[config.mk]
export PLATFORM = sky130hd
export DESIGN_NAME = pipe_stage_reg
export DESIGN_NICKNAME = d
export VERILOG_FILES = /design/src/rtl/npc_pipe_pkg.sv /design/src/rtl/pipe_stage_reg.sv
export SDC_FILE = /design/constraint.sdc
export NUM_CORES = 1
export LEC_CHECK = 0
export ABC_AREA = 1
export CELL_PAD_IN_SITES_DETAIL_PLACEMENT = 1
export CELL_PAD_IN_SITES_GLOBAL_PLACEMENT = 1
export CORE_MARGIN = 2
export CORE_UTILIZATION = 24
export CTS_BUF_LIST = sky130_fd_sc_hd__clkbuf_4
export DETAILED_ROUTE_END_ITERATION = 16
export PLACE_DENSITY = 0.63
export SYNTH_ARGS = -nofsm -noshare
export SYNTH_HDL_FRONTEND = slang
export SYNTH_SLANG_ARGS = --single-unit
[constraint.sdc]
create_clock -name clk -period 2.1 [get_ports clk]
set_input_delay 0.63 -clock clk [delete_from_list [all_inputs] [get_ports clk]]
set_output_delay 0.63 -clock clk [all_outputs]
set_load 0.02 [all_outputs]
[src/rtl/npc_pipe_pkg.sv]
// npc_pipe_pkg: shared widths, NOP encoding and occupancy states for NPC pipeline stage registers
package npc_pipe_pkg;
  localparam int XLEN = 32;
  localparam int IFID_W = 64;
  localparam logic [31:0] NOP_INSTR = 32'h0000_0013;
  typedef enum logic [1:0] {EMPTY = 2'd0, ONE = 2'd1, FULL = 2'd2} occ_e;
endpackage

[src/rtl/pipe_stage_reg.sv]
// pipe_stage_reg: valid/ready pipeline register with 2-entry skid, flush and bubble payload; PIPE_STAGE_PERF_EN adds stall/flush counters
module pipe_stage_reg
  import npc_pipe_pkg::*;
#(
  parameter int DATA_W = IFID_W,
  parameter logic [DATA_W-1:0] BUBBLE_DATA = DATA_W'({{(IFID_W-XLEN){1'b0}}, NOP_INSTR})
) (
  input  logic              clk,
  input  logic              rst_n,
  input  logic              flush,
  input  logic              in_valid,
  output logic              in_ready,
  input  logic [DATA_W-1:0] in_data,
  output logic              out_valid,
  input  logic              out_ready,
`ifdef PIPE_STAGE_PERF_EN
  output logic [31:0]       perf_stall_cnt,
  output logic [31:0]       perf_flush_cnt,
`endif
  output logic [DATA_W-1:0] out_data
);
  occ_e state_q, state_d;
  logic [DATA_W-1:0] main_q, main_d, skid_q, skid_d;
  logic in_fire, out_fire;
  assign out_valid = state_q != EMPTY;
  assign in_ready = state_q != FULL;
  assign out_data = out_valid ? main_q : BUBBLE_DATA;
  assign in_fire = in_valid & in_ready;
  assign out_fire = out_valid & out_ready;
  always_comb begin
    state_d = state_q;
    main_d = main_q;
    skid_d = skid_q;
    if (flush) begin
      state_d = EMPTY;
    end else begin
      unique case (state_q)
        EMPTY: if (in_fire) begin
          state_d = ONE;
          main_d = in_data;
        end
        ONE: begin
          state_d = in_fire ? (out_fire ? ONE : FULL) : (out_fire ? EMPTY : ONE);
          main_d = (in_fire & out_fire) ? in_data : main_q;
          skid_d = (in_fire & !out_fire) ? in_data : skid_q;
        end
        FULL: if (out_fire) begin
          state_d = ONE;
          main_d = skid_q;
        end
        default: state_d = EMPTY;
      endcase
    end
  end
  always_ff @(posedge clk) begin
    if (!rst_n) begin
      state_q <= EMPTY;
      main_q <= BUBBLE_DATA;
      skid_q <= BUBBLE_DATA;
    end else begin
      state_q <= state_d;
      main_q <= main_d;
      skid_q <= skid_d;
    end
  end
`ifdef PIPE_STAGE_PERF_EN
  logic [31:0] stall_cnt_q, stall_cnt_d, flush_cnt_q, flush_cnt_d;
  always_comb begin
    stall_cnt_d = stall_cnt_q + 32'(out_valid & !out_ready);
    flush_cnt_d = flush_cnt_q + 32'(flush & (state_q != EMPTY));
  end
  always_ff @(posedge clk) begin
    if (!rst_n) begin
      stall_cnt_q <= '0;
      flush_cnt_q <= '0;
    end else begin
      stall_cnt_q <= stall_cnt_d;
      flush_cnt_q <= flush_cnt_d;
    end
  end
  assign perf_stall_cnt = stall_cnt_q;
  assign perf_flush_cnt = flush_cnt_q;
`endif
endmodule
# Word level (Yosys, flattened, before mapping)
# Index checks and enable logic that the tools add are counted.
# word_totals
register_bits,130
in_bits,69
word_cells,34
# op_classes
n_eq_ne,6
muxes,11
bitwise_logic,6
reduce_logical,8
# op_table
operator,count
$mux 64,4
$pmux 64 s3,1
$mux 2,4
$ne 2x2->1 const B,4
$pmux 2 s3,1
$reduce_and 5->1,1
$and 1x1->1,4
$reduce_and 3->1,1
$reduce_bool 3->1,1
$eq 2x1->1 const B,1
$eq 2x2->1 const B,1
$logic_not 2->1,1
$not 1->1,2
$reduce_and 2->1,1
$reduce_bool 2->1,1
$reduce_or 2->1,1
$logic_not 1->1,1
$mux 1,1

# Logic depth before layout (Yosys ltp)
# depth
depth_word,5
mapped_depth,10
ltp_nobuf,8

# Least setup slack after synthesis
# No wires, ideal clock.
# synth_timing
path_type,reg2out
startpoint,register state_q[1]
endpoint,output out_valid
arrival_time_ns,1.189
required_time_ns,1.470
path_slack_ns,0.281
stages_incl_launch_ff,5
n_path_buf,2
path_cell_list,dfxtp_1 -> nor2_1 -> clkbuf_1 -> clkbuf_1 -> inv_1
# synth_between
elab_chain_len,1
# synth_lines
item,line,text
"start, declared",pipe_stage_reg.sv:22,"occ_e state_q, state_d;"
"start signal, assigned",pipe_stage_reg.sv:61,state_q <= state_d;
$reduce_bool 2->1,pipe_stage_reg.sv:25,assign out_valid = state_q != EMPTY;
"end, declared",pipe_stage_reg.sv:14,"output logic out_valid,"
# No other way between the ends.

# Worst setup path after layout
# layout_timing
startpoint,register state_q[1]
endpoint,output out_data[20]
# layout_between
elab_chain_len,2
# layout_lines
item,line,text
$reduce_bool 2->1,pipe_stage_reg.sv:25,
$mux 64,pipe_stage_reg.sv:27,assign out_data = out_valid ? main_q : BUBBLE_DATA;
"end, declared",pipe_stage_reg.sv:20,output logic [DATA_W-1:0] out_data
# No other way between the ends.

==> results.toml <==
[logic_synthesis]
synth.distinct_cells = 19
yosys.area.top_type = "dfxtp_1"
netlist_area_um2 = 6450
synth_cells = 1054
synth-seq-cells = 130
yosys_warnings = 0
synthArstFlopShare = 0
synth_common_cells = "331 x nand2_1, 185 x nor2_1, 133 x nand3_1, 130 x dfxtp_1, 127 x inv_1"
avgSynthCellArea_um2 = 6.12
synth_edf_count = 0
yosysMostFrequentCell = "nand2_1"
synth_ff_type = "dfxtp_1"
netlist_top_cells_area = "dfxtp_1 40%, nand2_1 19%, nor2_1 11%"
ys_seq_area_frac = 0.403
synth_top_area_share = 0.403
syn_nets = 1123

[worst_setup_path]
worstRegToRegCells = 10
crit_end = "out_data[20]"
criticalPathCategory = "flop to output pin"
worst_ep_required_time_ns = 1.47
crit_slowest_cell = "dfxtp_4"
crit_family = "buffers and inverters"
cp_cell_sequence = "nor2_4 -> buf_6 -> clkbuf_16 -> buf_6 -> nor2_1 -> buf_4"
worstReg2RegStart = "state_q[1]"
cp_common_cell = "buf_6"
r2r_slack_ns = 0.22
reg2reg_to = "main_q[6]"
startpoint_type = "flop"
cp.buffers_inverters = 4
cp.arrival_ns = 1.59
slowest_delay_ns = 0.36
crit_start = "state_q[1]"
worstSetupPathDepth = 6
end_kind = "output pin"
crit_path_max_fanout = 5

[timing]
fin_worst_skew_ns = 0.0214
finalWorstPathRequiredPeriod_ns = 2.22
fmax_mhz = 450
period_share = 1.06
layout_setup_ws_ns = -0.123
finalSetupViolCount = 63
finalHoldViolations = 0
drv_slew = 0
tightest_slew_ns = 0.441
tns_ns = -5.11
relSlewSlack = 0.706
rsz0062_at_grt = "true"

[power_and_ir_drop]
p_leak_nw = 3.96
ir_worst_vdd_v = 0.000232
powerDensity_nw_per_um2 = 585
finalPower_mw = 5.13

[final_layout]
finalInstanceArea_um2 = 8770
final_nets = 1247
drive_gt1_frac = 0.148
final_util = 0.329
area_growth_pct = 36.0

[grt]
first_global_vias = 6670
overflow = 0
grt_max_degree = 65
grt_use_total = 0.157
grt_pass1_wl_mm = 35.3
antenna_found_initial = 1

[detailed_routing]
drt-vias-per-instance = 4.34
wl_per_cell_um = 14.5
vias = 6651
drc = 0
firstDrtPassIters = 4
postRouteAntennaNets = 0
wirelength_mm = 22.2
first_iter_violations = 283

[place]
place.gp.congestion = 0.749
dpl-instance-area_um2 = 8250
dp_slack_ns = -0.307
hpwl_mm = 14.1
port_buffers = 134

[job]
maxCapViolations = 0

[clocking]
clockRootBuffer = "clkbuf_4"
cts_tree = "done"
cts-buffers-inserted = 17
clockBufferDepth = 2
cts-hold-fix-buffers = 0
cts_sinks = 130
clk_latency_ns = 0.54
htreeDepth = 4
path_clk_slew_ns = 0.09

[min_path]
min_path_type = "flop to flop"
hold_path.startpoint = "skid_q[3]"

[die]
rows = 60
chipWidth_um = 168
core_area_um2 = 26700
die_area_um2 = 28200
start_util = 0.242
pin_count = 135
die_h_um = 168

[status]
status = "finished with violations"
violations = "negative setup slack"
## metrics by stage
| stage | cells | hold WS (ns) |
|---|---|---|
| after CTS | 1524 | 0.432 |
| final | 1531 | 0.471 |
| after floorplan | 1054 | 0.421 |
| after global placement | 1485 | 0.452 |
| after detailed placement | 1485 | 0.457 |
| after global routing | 1531 | 0.454 |
## area by class of cell
class | instances | area, um2
Fill cell | 3420 | 17900
Multi-Input combinational cell | 720 | 3170
Sequential cell | 130 | 2610
Timing Repair Buffer | 178 | 1850
Inverter | 131 | 494
Tap cell | 341 | 427
Clock buffer | 21 | 158
Clock inverter | 9 | 67.6
Antenna cell | 1 | 2.50
## report_power, final
part	switching [mW]	internal (mW)	total, mW
clock network	0.929	0.605	1.53
registers	0.0584	2.58	2.63
logic	0.547	0.418	0.964
total	1.53	3.60	5.13
## sequential cells by signal, indices dropped and copies added (netlist names)
name,count
state_q,2
main_q,64
skid_q,64
## logic make-up (layout without fill, tap and decap cells)
family,after synthesis,in the layout,synth area share
buf+inv,204,339,0.135
simple gates,656,656,0.411
flops,130,130,0.403
other cells,0,1,0
compound gates,64,64,0.0502
## tightest hold or removal path, cell delays in order (launching register included)
cell and delay [ns]:
dfxtp_1 0.32, nand2_1 0.06, a21oi_1 0.05
## per-layer routing
layer	share of wire	up-vias	wire length [um]	global-route usage
li1	-	3437	-	-
met1	0.46	3105	10300	0.193
met2	0.50	89	11000	0.282
met3	0.025	20	546	0.0209
met4	0.017	0	378	0.0514
met5	0	-	0	0
## how the worst min path moves through the flow
| stage | endpoint | slack (ns) | depth (start not counted) |
|---|---|---|---|
| after floorplan | main_q[0] | 0.42 | 2 |
| after global routing | main_q[37] | 0.45 | 3 |
| after global placement | skid_q[36] | 0.45 | 2 |
| after detailed placement | skid_q[35] | 0.46 | 2 |
| after CTS | main_q[35] | 0.43 | 3 |
| final | skid_q[3] | 0.47 | 2 |
## layout by cell type, fill, tap and decap left out, types with 3 or more instances in the layout
master / netlist / final
buf_4: 1 / 35
nor2_1: 185 / 160
inv_2: 3 / 3
buf_12: 0 / 15
clkbuf_4: 0 / 21
buf_2: 46 / 20
inv_1: 127 / 127
nor2_2: 0 / 6
or2_4: 0 / 3
nand2_1: 331 / 330
buf_6: 6 / 32
clkbuf_2: 0 / 3
clkinv_2: 0 / 3
nand3_1: 133 / 132
nor2_4: 1 / 20
clkinv_1: 1 / 4
clkdlybuf4s50_1: 0 / 67
dfxtp_1: 130 / 128
a21oi_1: 63 / 63
clkbuf_16: 0 / 5
## timing repair
| item | CTS | global route |
|---|---|---|
| gates resized for setup | 246 | 145 |
| setup buffers | 9 | 2 |
| setup endpoints to repair | 188 | 158 |
| gates cloned | 0 | 5 |
| endpoints found under the hold margin | 0 | 0 |
| pin swaps | 1 | 1 |
No activity file was read; power rests on OpenSTA's default activity.
